<file path="src/rtl/mem_access_ctrl.sv">
// MAR/MDR memory access controller: IDLE -> ACCESS -> DONE, min 2 cycles from mio_en to done.
// Optional access timeout with sticky err flag when MEM_TIMEOUT_EN is defined.
module mem_access_ctrl #(
  parameter int WAIT_MAX = 15
) (
  input  logic        clk,
  input  logic        reset_n,
  input  logic        ld_mar,
  input  logic [15:0] mar_in,
  input  logic        ld_mdr,
  input  logic [15:0] mdr_in,
  input  logic        mio_en,
  input  logic        r_w,
  input  logic [15:0] mem_rdata,
  input  logic        mem_ready,
  output logic [15:0] mem_addr,
  output logic [15:0] mem_wdata,
  output logic        mem_en,
  output logic        mem_we,
  output logic [15:0] mdr_out,
  output logic        busy,
  output logic        done
`ifdef MEM_TIMEOUT_EN
  ,
  output logic        err
`endif
);

  if (WAIT_MAX < 1 || WAIT_MAX > 255) begin : g_bad_wait_max
    $error("WAIT_MAX must be in 1..255");
  end

  typedef enum logic [1:0] {
    ST_IDLE,
    ST_ACCESS,
    ST_DONE
  } state_t;

  state_t      state, state_nxt;
  logic [15:0] mar, mdr;
  logic        rw_q;
  logic        start;
  logic        timeout;

  assign start = (state == ST_IDLE) && mio_en;

`ifdef MEM_TIMEOUT_EN
  localparam logic [7:0] WAIT_LAST = 8'(WAIT_MAX - 1);

  logic [7:0] wait_cnt;

  // mem_ready wins over a timeout landing in the same cycle
  assign timeout = (state == ST_ACCESS) && !mem_ready && (wait_cnt == WAIT_LAST);

  always_ff @(posedge clk or negedge reset_n) begin
    if (!reset_n) begin
      wait_cnt <= 8'd0;
      err      <= 1'b0;
    end else if (start) begin
      wait_cnt <= 8'd0;
      err      <= 1'b0;
    end else if (state == ST_ACCESS && !mem_ready) begin
      wait_cnt <= wait_cnt + 8'd1;
      if (timeout) err <= 1'b1;
    end
  end
`else
  assign timeout = 1'b0;
`endif

  always_ff @(posedge clk or negedge reset_n) begin
    if (!reset_n) state <= ST_IDLE;
    else          state <= state_nxt;
  end

  always_comb begin
    state_nxt = state;
    case (state)
      ST_IDLE:   if (mio_en) state_nxt = ST_ACCESS;
      ST_ACCESS: if (mem_ready || timeout) state_nxt = ST_DONE;
      ST_DONE:   state_nxt = ST_IDLE;
      default:   state_nxt = ST_IDLE;
    endcase
  end

  // Loads happen only in IDLE, so an access launched alongside them sees the new values
  always_ff @(posedge clk or negedge reset_n) begin
    if (!reset_n) begin
      mar  <= 16'h0000;
      mdr  <= 16'h0000;
      rw_q <= 1'b0;
    end else if (state == ST_IDLE) begin
      if (ld_mar) mar  <= mar_in;
      if (ld_mdr) mdr  <= mdr_in;
      if (mio_en) rw_q <= r_w;
    end else if (state == ST_ACCESS && mem_ready && !rw_q) begin
      mdr <= mem_rdata;
    end
  end

  assign mem_addr  = mar;
  assign mem_wdata = mdr;
  assign mdr_out   = mdr;
  assign mem_en    = (state == ST_ACCESS);
  assign mem_we    = (state == ST_ACCESS) && rw_q;
  assign busy      = (state != ST_IDLE);
  assign done      = (state == ST_DONE);

endmodule

</file>
<file path="config.mk">
export PLATFORM = sky130hd
export DESIGN_NAME = mem_access_ctrl
export DESIGN_NICKNAME = d
export VERILOG_FILES = /design/src/rtl/mem_access_ctrl.sv
export SDC_FILE = /design/constraint.sdc
export NUM_CORES = 1
export LEC_CHECK = 0
export ABC_CLOCK_PERIOD_IN_PS = 1900
export BUFFER_PORTS_ARGS = -buffer_cell sky130_fd_sc_hd__buf_2
export CAP_MARGIN = 30
export CORE_MARGIN = 5
export CORE_UTILIZATION = 42
export DETAILED_ROUTE_END_ITERATION = 7
export PLACE_DENSITY = 0.77
export SLEW_MARGIN = 20
export SYNTH_ARGS = -nofsm -noshare
export SYNTH_HDL_FRONTEND = slang
export SYNTH_SLANG_ARGS = --single-unit
</file>
<file path="constraint.sdc">
create_clock -name clk -period 1.9 [get_ports clk]
set_input_delay 0.095 -clock clk [delete_from_list [all_inputs] [get_ports clk]]
set_output_delay 0.095 -clock clk [all_outputs]
set_load 0.01 [all_outputs]
</file>
==> results of run 1 <==
[logic make-up (layout without fill, tap and decap cells)]
logic type | after synthesis | in the layout
buf+inv | 24 | 121
mux | 49 | 49
compound gates | 3 | 3
flops | 35 | 35
simple gates | 7 | 7
[power by group through the flow]
stage	clock, W	sequential [W]	combinational (W)
6_report	0.000519	0.00115	0.00116
5_1_grt	0.000581	0.00119	0.00126
4_1_cts	0.000545	0.00116	0.00119
3_5_place_dp	0	0.00117	0.00119
3_3_place_gp	0	0.00115	0.00117
2_1_floorplan	0	0.00128	0.000716
[critical path: cells and delay by family, from the launching register on]
| family | cells | cell delay (ns) |
|---|---|---|
| simple gates | 2 | 0.31 |
| mux | 1 | 0.36 |
| buf+inv | 2 | 0.40 |
| flops | 1 | 0.43 |
[per-layer routing]
| layer | up-vias | share of wire (%) |
|---|---|---|
| li1 | 579 | - |
| met5 | - | 0 |
| met1 | 574 | 35 |
| met2 | 66 | 51 |
| met3 | 6 | 12 |
| met4 | 0 | 1.3 |
[what timing repair did]
item | 4_1_cts | 5_1_grt
gates resized for setup | 0 | 0
endpoints found under the hold margin | 35 | 0
endpoints found under the setup margin | 0 | 0
hold buffers | 1 | 0
[cell type report]
cell class	count	area (sq um)	area share, %
inverters	3	11.3	0.492
flip-flops and latches	35	876	38.3
clock buffers	6	82.6	3.61
clock inverters	1	5.00	0.219
well taps	50	62.6	2.74
repair buffers	111	583	25.5
multi-input cells	59	667	29.2
[worst paths after layout]
kind	cells after the start	to	slack, ns	from
max	5	mem_addr[4]	0.27	state[1]
min	2	mem_addr[7]	0.03	mar_in[7]
max reg2reg	5	mem_addr[4]	0.27	state[1]
min reg2reg	1	mem_addr[7]	0.48	mem_addr[7]
max in group asynchronous	2	mdr_out[1]	1.01	reset_n
min in group asynchronous	2	mem_addr[2]	0.41	reset_n
[registers in the layout, indices dropped and copies added (netlist names)]
register / flops
mem_addr: 16
state: 2
mdr_out: 16
rw_q: 1
[layout by cell type, fill, tap and decap left out]
cell,n
sky130_fd_sc_hd__a21oi_1,1
sky130_fd_sc_hd__a31o_2,1
sky130_fd_sc_hd__a32oi_4,1
sky130_fd_sc_hd__and2_1,3
sky130_fd_sc_hd__buf_12,1
sky130_fd_sc_hd__buf_2,106
sky130_fd_sc_hd__buf_4,3
sky130_fd_sc_hd__clkbuf_8,6
sky130_fd_sc_hd__clkinv_2,1
sky130_fd_sc_hd__dfrtp_1,35
sky130_fd_sc_hd__dlygate4sd3_1,1
sky130_fd_sc_hd__inv_1,3
sky130_fd_sc_hd__mux2_1,13
sky130_fd_sc_hd__mux2_2,28
sky130_fd_sc_hd__mux2_4,7
sky130_fd_sc_hd__mux2i_1,1
sky130_fd_sc_hd__nor2_1,1
sky130_fd_sc_hd__nor2_2,1
sky130_fd_sc_hd__nor2b_1,1
sky130_fd_sc_hd__nor2b_4,1
[stage by stage]
stage,hold slack (ns),util (%),total power (W)
floorplan,-0.201,-,0.00200
global placement,0.207,55.1,0.00232
detailed placement,0.207,55.1,0.00235
CTS,0.0191,57.6,0.00289
global route,0.0231,57.6,0.00304
finish,0.0281,57.6,0.00283
==> reports/qor.yml, run 1 <==
total_negative_slack_ns: 0
async_set_or_reset_register_ratio_after_synthesis_pct: 100
port_buffers: 106
dp_cells: 257
drt_drc_violations_left: 0
synthesized_area_fraction_occupied_by_ao_oa_aoi_and_oai_cells_pct: 2.41
synthAdderAreaFrac_pct: 0
die_y_um: 73.9
routed_wire_length_per_instance_um: 13.4
finalSetupViolations: 0
yosys-top-cells-area: "sky130_fd_sc_hd__dfrtp_1 51%, sky130_fd_sc_hd__mux2_2 18%, sky130_fd_sc_hd__mux2_1 8.5%"
placeableCoreArea_sq_mm: 0.00397
crit_required_ns: 2.07
cpMostUsedCell: "sky130_fd_sc_hd__buf_4"
via_count_of_the_first_global_routing_pass: 1363
sw_share_pct: 32.9
synth-edff-count: 0
post_synth_mux_area_share_pct: 33.6
std_cell_rows: 23
insertion_delay_ns: 0.28
detail_route.vias_per_cell: 4.62
crit_fanout: 16
dpl_cell_area_sq_mm: 0.00219
gp_routability_congestion: 0.670
share_clk_of_total_power_pct: 18.3
postCtsSetupRepairBufs: 0
pin_count_of_the_biggest_net_entering_global_routing: 36
fin_ws_ns: 0.272
numCtsBuffers: 5
worst_ir_drop_vdd_v: 0.000559
worstPathCellList: "nor2_2 -> buf_4 -> and2_1 -> buf_4 -> mux2_2"
net_count_of_the_finished_layout: 270
netlist-cell-type-count: 17
timing.critical_path.from_type: "flip-flop"
synthesis.area_per_instance_sq_um: 14.5
syn_inst: 118
clock-root-buffer: "sky130_fd_sc_hd__clkbuf_8"
critical_path_data_arrival_time_ns: 1.79
io_pins: 107
timing.setup.critical_path_class: "reg -> reg"
h-tree-depth: 2
antenna_found_initial: 0
synth.ff_latch_count: 35
max_cap_violations: 0
ys_seq_area_share_pct: 51.0
global_route.overflow_total: 0
layout.cell_area.non_filler_sq_mm: 0.00229
final_hold_violation_count: 0
max_slew_margin_pct: 50.3
synth_top_family_by_area: "multiplexers"
grt_use_met3_pct: 5.95
fp.dieW_um: 73.9
drtAntennaViolNets: 0
clock_tree.buffer_depth: 2
area_growth_syn_to_layout_pct: 33.2
ys_dominant_reg_cell: "sky130_fd_sc_hd__dfrtp_1"
p_per_area_mw_per_mm2: 1240
internal_power_w: 0.00190
clk_pin_slew_worst_paths_ns: 0.07
synthTopCellsByCount: "35 x sky130_fd_sc_hd__dfrtp_1, 28 x sky130_fd_sc_hd__mux2_2, 18 x sky130_fd_sc_hd__buf_4"
rsz_0062_raised_after_global_routing: "false"
worst_pin_slew_ns: 0.746
min-delay-path-class: "in -> reg"
pwr-share-comb_pct: 41.0
fin_worst_skew_ns: 0.00751
effective_utilization_at_floorplan_pct: 43.2
antenna_cells_inserted: 0
number_of_search_and_repair_iterations_in_the_first_detailed_routing_pass: 3
yosys.area_share.simple_pct: 2.84
reported_leakage_power_nw: 1.18
postSynthNetCount: 173
switching_power_w: 0.000929
critical_path.max_stage_delay_ns: 0.43
grt_first_pass_wirelength_mm: 5.75
synth_top_area_share_pct: 51.0
dieArea_sq_mm: 0.00547
global_route.usage.met2_pct: 23.9
vias: 1225
timing.critical_path.slowest_stage_cell: "sky130_fd_sc_hd__dfrtp_1"
top_usage_layer_grt: "met2"
synthDominantAreaCellType: "sky130_fd_sc_hd__dfrtp_1"
synth_xor_xnor_area_share_pct: 0
detail_route.iter0.violations: 32
cts_num_sinks: 35
route.final.wire_length_mm: 3.54
mappedNetlistArea_sq_mm: 0.00172
layout.cells.non_filler: 265
p_seq_share_pct: 40.7
use_met1_pct: 14.8
final_max_slew_viols: 0
yosysMostFrequentCell: "sky130_fd_sc_hd__dfrtp_1"
yosysWarningCount: 0
critPathCaptureType: "flip-flop"
final.period_utilization_pct: 85.7
n_fill_cell: 352
run_status: "finished, final reports clean"
layout_min_cycle_time_ns: 1.63
grt.total_usage_pct: 13.8
detailed_place_hpwl_mm: 2.89
timing.fmax_mhz: 614
detailedPlace.worstSlack_ns: 0.264
cts_tree: "done"
layout-drive-gt1-share_pct: 72.6
Note: power is estimated with default switching activity, not from simulation.
==> run 2: changes to the inputs <==
--- a/config.mk
+++ b/config.mk
@@ -5,13 +5,14 @@
 export SDC_FILE = /design/constraint.sdc
 export NUM_CORES = 1
 export LEC_CHECK = 0
-export ABC_CLOCK_PERIOD_IN_PS = 1900
+export ABC_AREA = 0
+export ABC_CLOCK_PERIOD_IN_PS = 1300
 export BUFFER_PORTS_ARGS = -buffer_cell sky130_fd_sc_hd__buf_2
 export CAP_MARGIN = 30
 export CORE_MARGIN = 5
-export CORE_UTILIZATION = 42
+export CORE_UTILIZATION = 38
 export DETAILED_ROUTE_END_ITERATION = 7
-export PLACE_DENSITY = 0.77
+export PLACE_DENSITY = 0.73
 export SLEW_MARGIN = 20
 export SYNTH_ARGS = -nofsm -noshare
 export SYNTH_HDL_FRONTEND = slang
==> constraint.sdc (replaced) <==
create_clock -name clk -period 1.3 [get_ports clk]
set_input_delay 0.065 -clock clk [delete_from_list [all_inputs] [get_ports clk]]
set_output_delay 0.065 -clock clk [all_outputs]
set_load 0.01 [all_outputs]
==> run 2 against run 1 <==
  * The run now ends with negative setup slack left
  * Clock skew about the same
  * First-iteration DRC count decreased by 25%
  * Critical path depth decreased by 1
  * Sequential power increased by 47%
  * Largest cell class unchanged
==> reports/qor.yml, run 2 (synthesis results as in run 1) <==
run_status: "finished, violations left"
failing_checks: "negative setup slack"
cts_tree: "done"
n_fill_cell: 362  # +2.8%
r2r_start: "state[0]"
final_hold_violation_count: 0  # unchanged
detail_route.vias_per_cell: 4.60  # -0.42%
final_max_slew_viols: 0  # unchanged
worst_ir_drop_vdd_v: 0.000767  # +37%
crit_required_ns: 1.47  # -0.60 ns
crit_fanout: 12  # -4
fp.dieW_um: 77.2  # +4.4%
antenna_found_initial: 0  # unchanged
rsz_0062_raised_after_global_routing: "true"
via_count_of_the_first_global_routing_pass: 1393  # +2.2%
effective_utilization_at_floorplan_pct: 39.4  # -3.8 points
route.final.wire_length_mm: 4.30  # +21%
max_slew_margin_pct: 73.6  # +23 points
dieArea_sq_mm: 0.00596  # +9.1%
most_used_cells_in_the_layout_excluding_fill_and_tap_cells: "105 x sky130_fd_sc_hd__buf_2, 35 x sky130_fd_sc_hd__dfrtp_1, 20 x sky130_fd_sc_hd__mux2_4"
global_route.overflow_total: 0  # unchanged
drt_drc_violations_left: 0  # unchanged
timing.hold.worst.start: "mar_in[3]"
crit_family: "multiplexers"
cp_num_buf_inv: 1  # -1
fin_worst_skew_ns: 0.00784  # +0.000331 ns
critical_path_data_arrival_time_ns: 1.63  # -0.16 ns
timing.critical_path.from_type: "flip-flop"
reg2reg_setup_slack_ns: -0.17  # -0.44 ns
clock-root-buffer: "sky130_fd_sc_hd__clkbuf_8"
net_count_of_the_finished_layout: 291  # +7.8%
gp_routability_congestion: 0.728  # +8.6%
timing.critical_path.slowest_stage_cell: "sky130_fd_sc_hd__dfrtp_1"
std_cell_rows: 24  # +4.3%
finalSetupViolations: 34  # +34
tightest_hold_margin_ns: 0.0154  # -0.0127 ns
io_pins: 107  # unchanged
timing.fmax_mhz: 681  # +11%
layout-drive-gt1-share_pct: 70.9  # -1.7 points
clock_tree.buffer_depth: 2  # unchanged
timing.setup.critical_path_class: "reg -> reg"
clk_pin_slew_worst_paths_ns: 0.08  # about the same
final.period_utilization_pct: 113  # +27 points
pin_count_of_the_biggest_net_entering_global_routing: 19  # -47%
layout.core_utilization_pct: 59.4  # +1.8 points
grt.total_usage_pct: 14.6  # +0.85 points
layout.cells.most_common: "sky130_fd_sc_hd__buf_2"
min_path_cells: 2  # unchanged
routed_wire_length_per_instance_um: 14.8  # +11%
detail_route.iter0.violations: 24  # -25%
timing.hold.worst_endpoint: "mem_addr[3]"
numCtsBuffers: 5  # unchanged
max_cap_violations: 0  # unchanged
placeableCoreArea_sq_mm: 0.00435  # +9.6%
layout_min_cycle_time_ns: 1.47  # -0.159 ns
port_buffers: 106  # unchanged
detailedPlace.worstSlack_ns: -0.180  # -0.443 ns
area_growth_syn_to_layout_pct: 50.6
drtAntennaViolNets: 0  # unchanged
detailed_place_hpwl_mm: 3.19  # +10%
worst_pin_slew_ns: 0.395  # -0.351 ns
die_y_um: 77.2  # +4.4%
worstPathCellList: "nor2_4 -> buf_12 -> mux2_2 -> mux2_2"
p_per_area_mw_per_mm2: 1710  # +38%
min-delay-path-class: "in -> reg"
fin_ws_ns: -0.168  # -0.441 ns
r2r-end: "mdr_out[12]"
grt_first_pass_wirelength_mm: 6.89  # +20%
critPathCaptureType: "flip-flop"
reported_leakage_power_nw: 1.34  # +14%
critical_path.max_stage_delay_ns: 0.42  # about the same
number_of_search_and_repair_iterations_in_the_first_detailed_routing_pass: 4  # +1
ff2ff_path_depth: 4  # -1
vias: 1335  # +9.0%
h-tree-depth: 2  # unchanged
insertion_delay_ns: 0.28  # about the same
cts_num_sinks: 35  # unchanged
cpMostUsedCell: "sky130_fd_sc_hd__mux2_2"
==> run 2: cell types whose count changed in the layout (fill, tap and decap cells not counted), moves of 2 or more <==
cell,before,now
sky130_fd_sc_hd__buf_12,1,3
sky130_fd_sc_hd__buf_4,3,5
sky130_fd_sc_hd__buf_6,0,4
sky130_fd_sc_hd__clkinvlp_4,0,2
sky130_fd_sc_hd__dlygate4sd3_1,1,15
sky130_fd_sc_hd__mux2_1,13,11
sky130_fd_sc_hd__mux2_2,28,17
sky130_fd_sc_hd__mux2_4,7,20
==> run 2: layer usage <==
layer	track usage, %	wire, um	vias up
li1	-	-	628
met1	14.9	1510	646
met2	26.5	2350	59
met3	5.97	416	2
met4	5.15	28	0
met5	0	0	-
==> run 2: worst max-delay path by stage <==
stage / from / end / slack (ns) / depth (start not counted)
detailed placement: state[0] / mdr_out[10] / -0.18 / 4
finish: state[0] / mdr_out[12] / -0.17 / 4
CTS: state[0] / mdr_out[10] / -0.18 / 4
global placement: state[0] / mdr_out[2] / -0.14 / 4
floorplan: state[0] / mdr_out[10] / -0.23 / 5
global route: state[0] / mdr_out[12] / -0.22 / 4
==> run 2: layout make-up <==
| type | count | area (sq um) | share of cell area (%) |
|---|---|---|---|
| clock inverters | 3 | 20.0 | 0.774 |
| diodes | 1 | 2.50 | 0.0968 |
| inverters | 3 | 11.3 | 0.436 |
| multi-input cells | 59 | 723 | 28.0 |
| flip-flops and latches | 35 | 876 | 33.9 |
| well taps | 52 | 65.1 | 2.52 |
| clock buffers | 5 | 68.8 | 2.66 |
| repair buffers | 132 | 818 | 31.7 |
==> run 2: through the flow <==
step	total power [W]	instance area (sq um)	setup TNS, ns	std cells
final	0.00442	2580	-4.20	290
after global routing	0.00471	2580	-5.79	289
after CTS	0.00443	2540	-3.98	287
after detailed placement	0.00351	2260	-3.92	264
after global placement	0.00346	2260	-3.11	264
after floorplan	0.00294	1740	-3.99	118
==> run 2: power breakdown <==
group | switching (W) | internal (W)
clock | 0.000398 | 0.000373
sequential | 0.000226 | 0.00146
combinational | 0.000869 | 0.00109
total | 0.00149 | 0.00292
==> run 2: repair_timing <==
item	in CTS	in global routing
buffers inserted	1	1
hold buffers	14	1
gates cloned	0	0
resized for setup	11	8
setup endpoints to repair	35	36
endpoints found under the hold margin	30	1
==> run 3: changes to the inputs <==
--- a/config.mk
+++ b/config.mk
@@ -5,7 +5,7 @@
 export SDC_FILE = /design/constraint.sdc
 export NUM_CORES = 1
 export LEC_CHECK = 0
-export ABC_AREA = 0
+export ABC_AREA = 1
 export ABC_CLOCK_PERIOD_IN_PS = 1300
 export BUFFER_PORTS_ARGS = -buffer_cell sky130_fd_sc_hd__buf_2
 export CAP_MARGIN = 30
==> run 3 against run 2 <==
  * The run now ends clean
  * Fmax up 18%
  * Cell area down 4.9%
  * Count of clock-buffer cells in the layout is the same
  * Sequential power up 10%
  * Die area rose by 1.1%
  * Combinational power up 22%
  * Total power up 23%
  * Sequential cell count is the same
  * Area after synthesis is 1.3% higher
  * Global-route usage is 0.20 points higher
  * Largest power group unchanged
  * Highest routed layer unchanged
==> reports/qor.yml, run 3 <==
detailed_place_hpwl_mm: 3.55  # +11%
final.period_utilization_pct: 95.4  # -18 points
crit_family: "flip-flops"
switching_power_w: 0.00209  # +40%
numCtsBuffers: 5  # unchanged
worst_pin_slew_ns: 0.423  # +0.0277 ns
postSynthNetCount: 280  # +62%
r2r_start: "state[0]"
port_buffers: 106  # unchanged
clk_pin_slew_worst_paths_ns: 0.07  # about the same
net_count_of_the_finished_layout: 380  # +31%
antenna_found_initial: 0  # unchanged
yosys-top-cells-area: "sky130_fd_sc_hd__dfrtp_1 50%, sky130_fd_sc_hd__nand2_1 25%, sky130_fd_sc_hd__nand3_1 9.2%"
critical_path.max_stage_delay_ns: 0.37  # -0.05 ns
io_pins: 107  # unchanged
synth_top_area_share_pct: 50.4  # -0.66 points
layout_min_cycle_time_ns: 1.24  # -0.229 ns
internal_power_w: 0.00334  # +14%
grt_first_pass_wirelength_mm: 7.36  # +6.7%
cp_num_buf_inv: 3  # +2
final_hold_violation_count: 0  # unchanged
timing.setup.critical_path_class: "reg -> out"
netlist-cell-type-count: 14  # -3
most_used_cells_in_the_layout_excluding_fill_and_tap_cells: "114 x sky130_fd_sc_hd__nand2_1, 106 x sky130_fd_sc_hd__buf_2, 34 x sky130_fd_sc_hd__dfrtp_1"
critPathCaptureType: "output port"
share_clk_of_total_power_pct: 21.4  # +3.9 points
global_route.overflow_total: 0  # unchanged
clock_tree.buffer_depth: 2  # unchanged
cts_num_sinks: 35  # unchanged
reg2reg_setup_slack_ns: 0.07  # +0.24 ns
antenna_cells_inserted: 0  # -1
dieArea_sq_mm: 0.00603  # +1.1%
design_power_total_w: 0.00543  # +23%
sw_share_pct: 38.5  # +4.7 points
finalSetupViolations: 0  # -100%
synthDominantAreaCellType: "sky130_fd_sc_hd__dfrtp_1"
via_count_of_the_first_global_routing_pass: 1617  # +16%
timing.hold.worst_endpoint: "mem_addr[6]"
placeableCoreArea_sq_mm: 0.00438  # +0.69%
min_path_cells: 3  # +1
timing.critical_path.from: "state[0]"
timing.critical_path.from_type: "flip-flop"
crit_fanout: 3  # -9
reported_leakage_power_nw: 1.51  # +13%
max_slew_margin_pct: 71.8  # -1.8 points
std_cell_rows: 24  # unchanged
worstPathCellList: "inv_1 -> nor2_4 -> inv_1 -> nor2_1 -> buf_2"
drtAntennaViolNets: 0  # unchanged
detail_route.iter0.violations: 67  # +180%
synthTopCellsByCount: "114 x sky130_fd_sc_hd__nand2_1, 35 x sky130_fd_sc_hd__dfrtp_1, 32 x sky130_fd_sc_hd__nand3_1"
syn_inst: 225  # +91%
layout.cells.most_common: "sky130_fd_sc_hd__nand2_1"
yosysWarningCount: 0  # unchanged
n_fill_cell: 425  # +17%
rsz_0062_raised_after_global_routing: "true"
cts_tree: "done"
clock-root-buffer: "sky130_fd_sc_hd__clkbuf_8"
detail_route.vias_per_cell: 4.53  # -1.5%
number_of_search_and_repair_iterations_in_the_first_detailed_routing_pass: 4  # unchanged
die_y_um: 77.7  # +0.57%
area_growth_syn_to_layout_pct: 41.4
h-tree-depth: 2  # unchanged
ys_seq_area_share_pct: 50.4  # -0.66 points
p_per_area_mw_per_mm2: 2210  # +29%
pin_count_of_the_biggest_net_entering_global_routing: 20  # +1
ff2ff_path_depth: 6  # +2
cpMostUsedCell: "sky130_fd_sc_hd__inv_1"
drt_drc_violations_left: 0  # unchanged
vias: 1714  # +28%
max_cap_violations: 0  # unchanged
fin_worst_skew_ns: 0.00595  # -0.00189 ns
tightest_hold_margin_ns: 0.0100  # -0.00536 ns
yosysMostFrequentCell: "sky130_fd_sc_hd__nand2_1"
timing.fmax_mhz: 807  # +18%
critical_path_data_arrival_time_ns: 1.17  # -0.46 ns
r2r-end: "mem_addr[0]"
async_set_or_reset_register_ratio_after_synthesis_pct: 100  # unchanged
worst_ir_drop_vdd_v: 0.00110  # +43%
final_max_slew_viols: 0  # unchanged
min-delay-path-class: "in -> reg"
effective_utilization_at_floorplan_pct: 39.7  # +0.24 points
routed_wire_length_per_instance_um: 11.7  # -21%
fp.dieW_um: 77.7  # +0.57%
route.final.wire_length_mm: 4.44  # +3.2%
run_status: "finished, final reports clean"
mappedNetlistArea_sq_mm: 0.00174  # +1.3%
layout-drive-gt1-share_pct: 40.8  # -30 points
gp_routability_congestion: 0.734  # +0.78%
crit_required_ns: 1.24  # -0.23 ns
p_seq_share_pct: 34.3  # -3.9 points
timing.critical_path.slowest_stage_cell: "sky130_fd_sc_hd__dfrtp_1"
insertion_delay_ns: 0.29  # about the same
grt.total_usage_pct: 14.8  # +0.20 points
ys_dominant_reg_cell: "sky130_fd_sc_hd__dfrtp_1"
timing.hold.worst.start: "mar_in[6]"
synth-edff-count: 0  # unchanged
synth.ff_latch_count: 35  # unchanged
pwr-share-comb_pct: 44.3  # about the same
synthesis.area_per_instance_sq_um: 7.73  # -47%
==> run 3: cell count changes after synthesis, moves of 3 or more <==
cell	previous run	this run
sky130_fd_sc_hd__nand2_2	0	3
sky130_fd_sc_hd__clkbuf_1	0	3
sky130_fd_sc_hd__nand3_1	0	32
sky130_fd_sc_hd__nand2_1	0	114
sky130_fd_sc_hd__mux2_2	28	0
sky130_fd_sc_hd__mux2_1	13	0
sky130_fd_sc_hd__mux2_4	7	0
sky130_fd_sc_hd__nor2_1	1	5
sky130_fd_sc_hd__and2_1	3	0
sky130_fd_sc_hd__buf_2	1	5
==> run 3: routing by layer <==
metal  GRT usage (%)  up-vias  share of wire [%]
li1                -      884                  -
met1            17.5      757                 38
met2            25.7       67                 50
met3            4.98        6                9.9
met4            3.95        0                1.1
met5               0        -                  0
==> run 3: what timing repair did <==
item / CTS / global route
hold endpoints to repair: 17 / 0
pin swaps: 1 / 1
buffers inserted: 0 / 2
endpoints found under the setup margin: 12 / 18
hold buffers: 2 / 0
gates resized for setup: 1 / 5
cloned: 1 / 0
==> run 3: layout make-up <==
cell class              instances  area [sq um]  area share [%]
clock buffers                   5          68.8            2.80
flip-flops and latches         35           877            35.7
multi-input cells             160           698            28.4
repair buffers                118           663            27.0
well taps                      52          65.1            2.65
inverters                       5          18.8           0.763
clock inverters                 3          67.6            2.75
==> run 3: cell families (layout without fill, tap and decap cells) <==
family                 Yosys count  count (layout)  synth area share (%)
flip-flops                      35              35                  50.4
buffers and inverters           31             131                  11.2
AND/OR/NAND/NOR                157             158                  37.9
AO/OA/AOI/OAI                    2               2                 0.575
==> run 3: power by group through the flow <==
| stage | clock [W] | sequential (W) | combinational (W) |
|---|---|---|---|
| CTS | 0.00119 | 0.00187 | 0.00237 |
| finish | 0.00116 | 0.00186 | 0.00240 |
| floorplan | 0 | 0.00207 | 0.00138 |
| global placement | 0 | 0.00187 | 0.00231 |
| global route | 0.00123 | 0.00194 | 0.00269 |
| detailed placement | 0 | 0.00189 | 0.00235 |
==> run 3: worst max path at each step <==
stage	end	cells after the start
after floorplan	mdr_out[10]	5
final	mem_we	5
after CTS	mdr_out[5]	5
after global routing	rw_q	6
after detailed placement	mdr_out[1]	5
after global placement	mdr_out[11]	5
==> run 3: tightest hold or removal path, stage by stage <==
cell and delay [ns]:
sky130_fd_sc_hd__buf_2 0.07, sky130_fd_sc_hd__nand3_1 0.06, sky130_fd_sc_hd__nand2_1 0.06
==> run 3: metrics by stage <==
step	area, sq um	setup TNS, ns	worst slack (ns)	util [%]	cells
6_report	2460	0	0.0604	56.1	378
5_1_grt	2460	-0.183	-0.0360	56.1	378
4_1_cts	2410	0	0.00548	55.0	376
3_5_place_dp	2240	-0.0236	-0.00876	51.2	365
3_3_place_gp	2240	0	0.0425	51.2	365
2_1_floorplan	1740	0	0.141	-	225
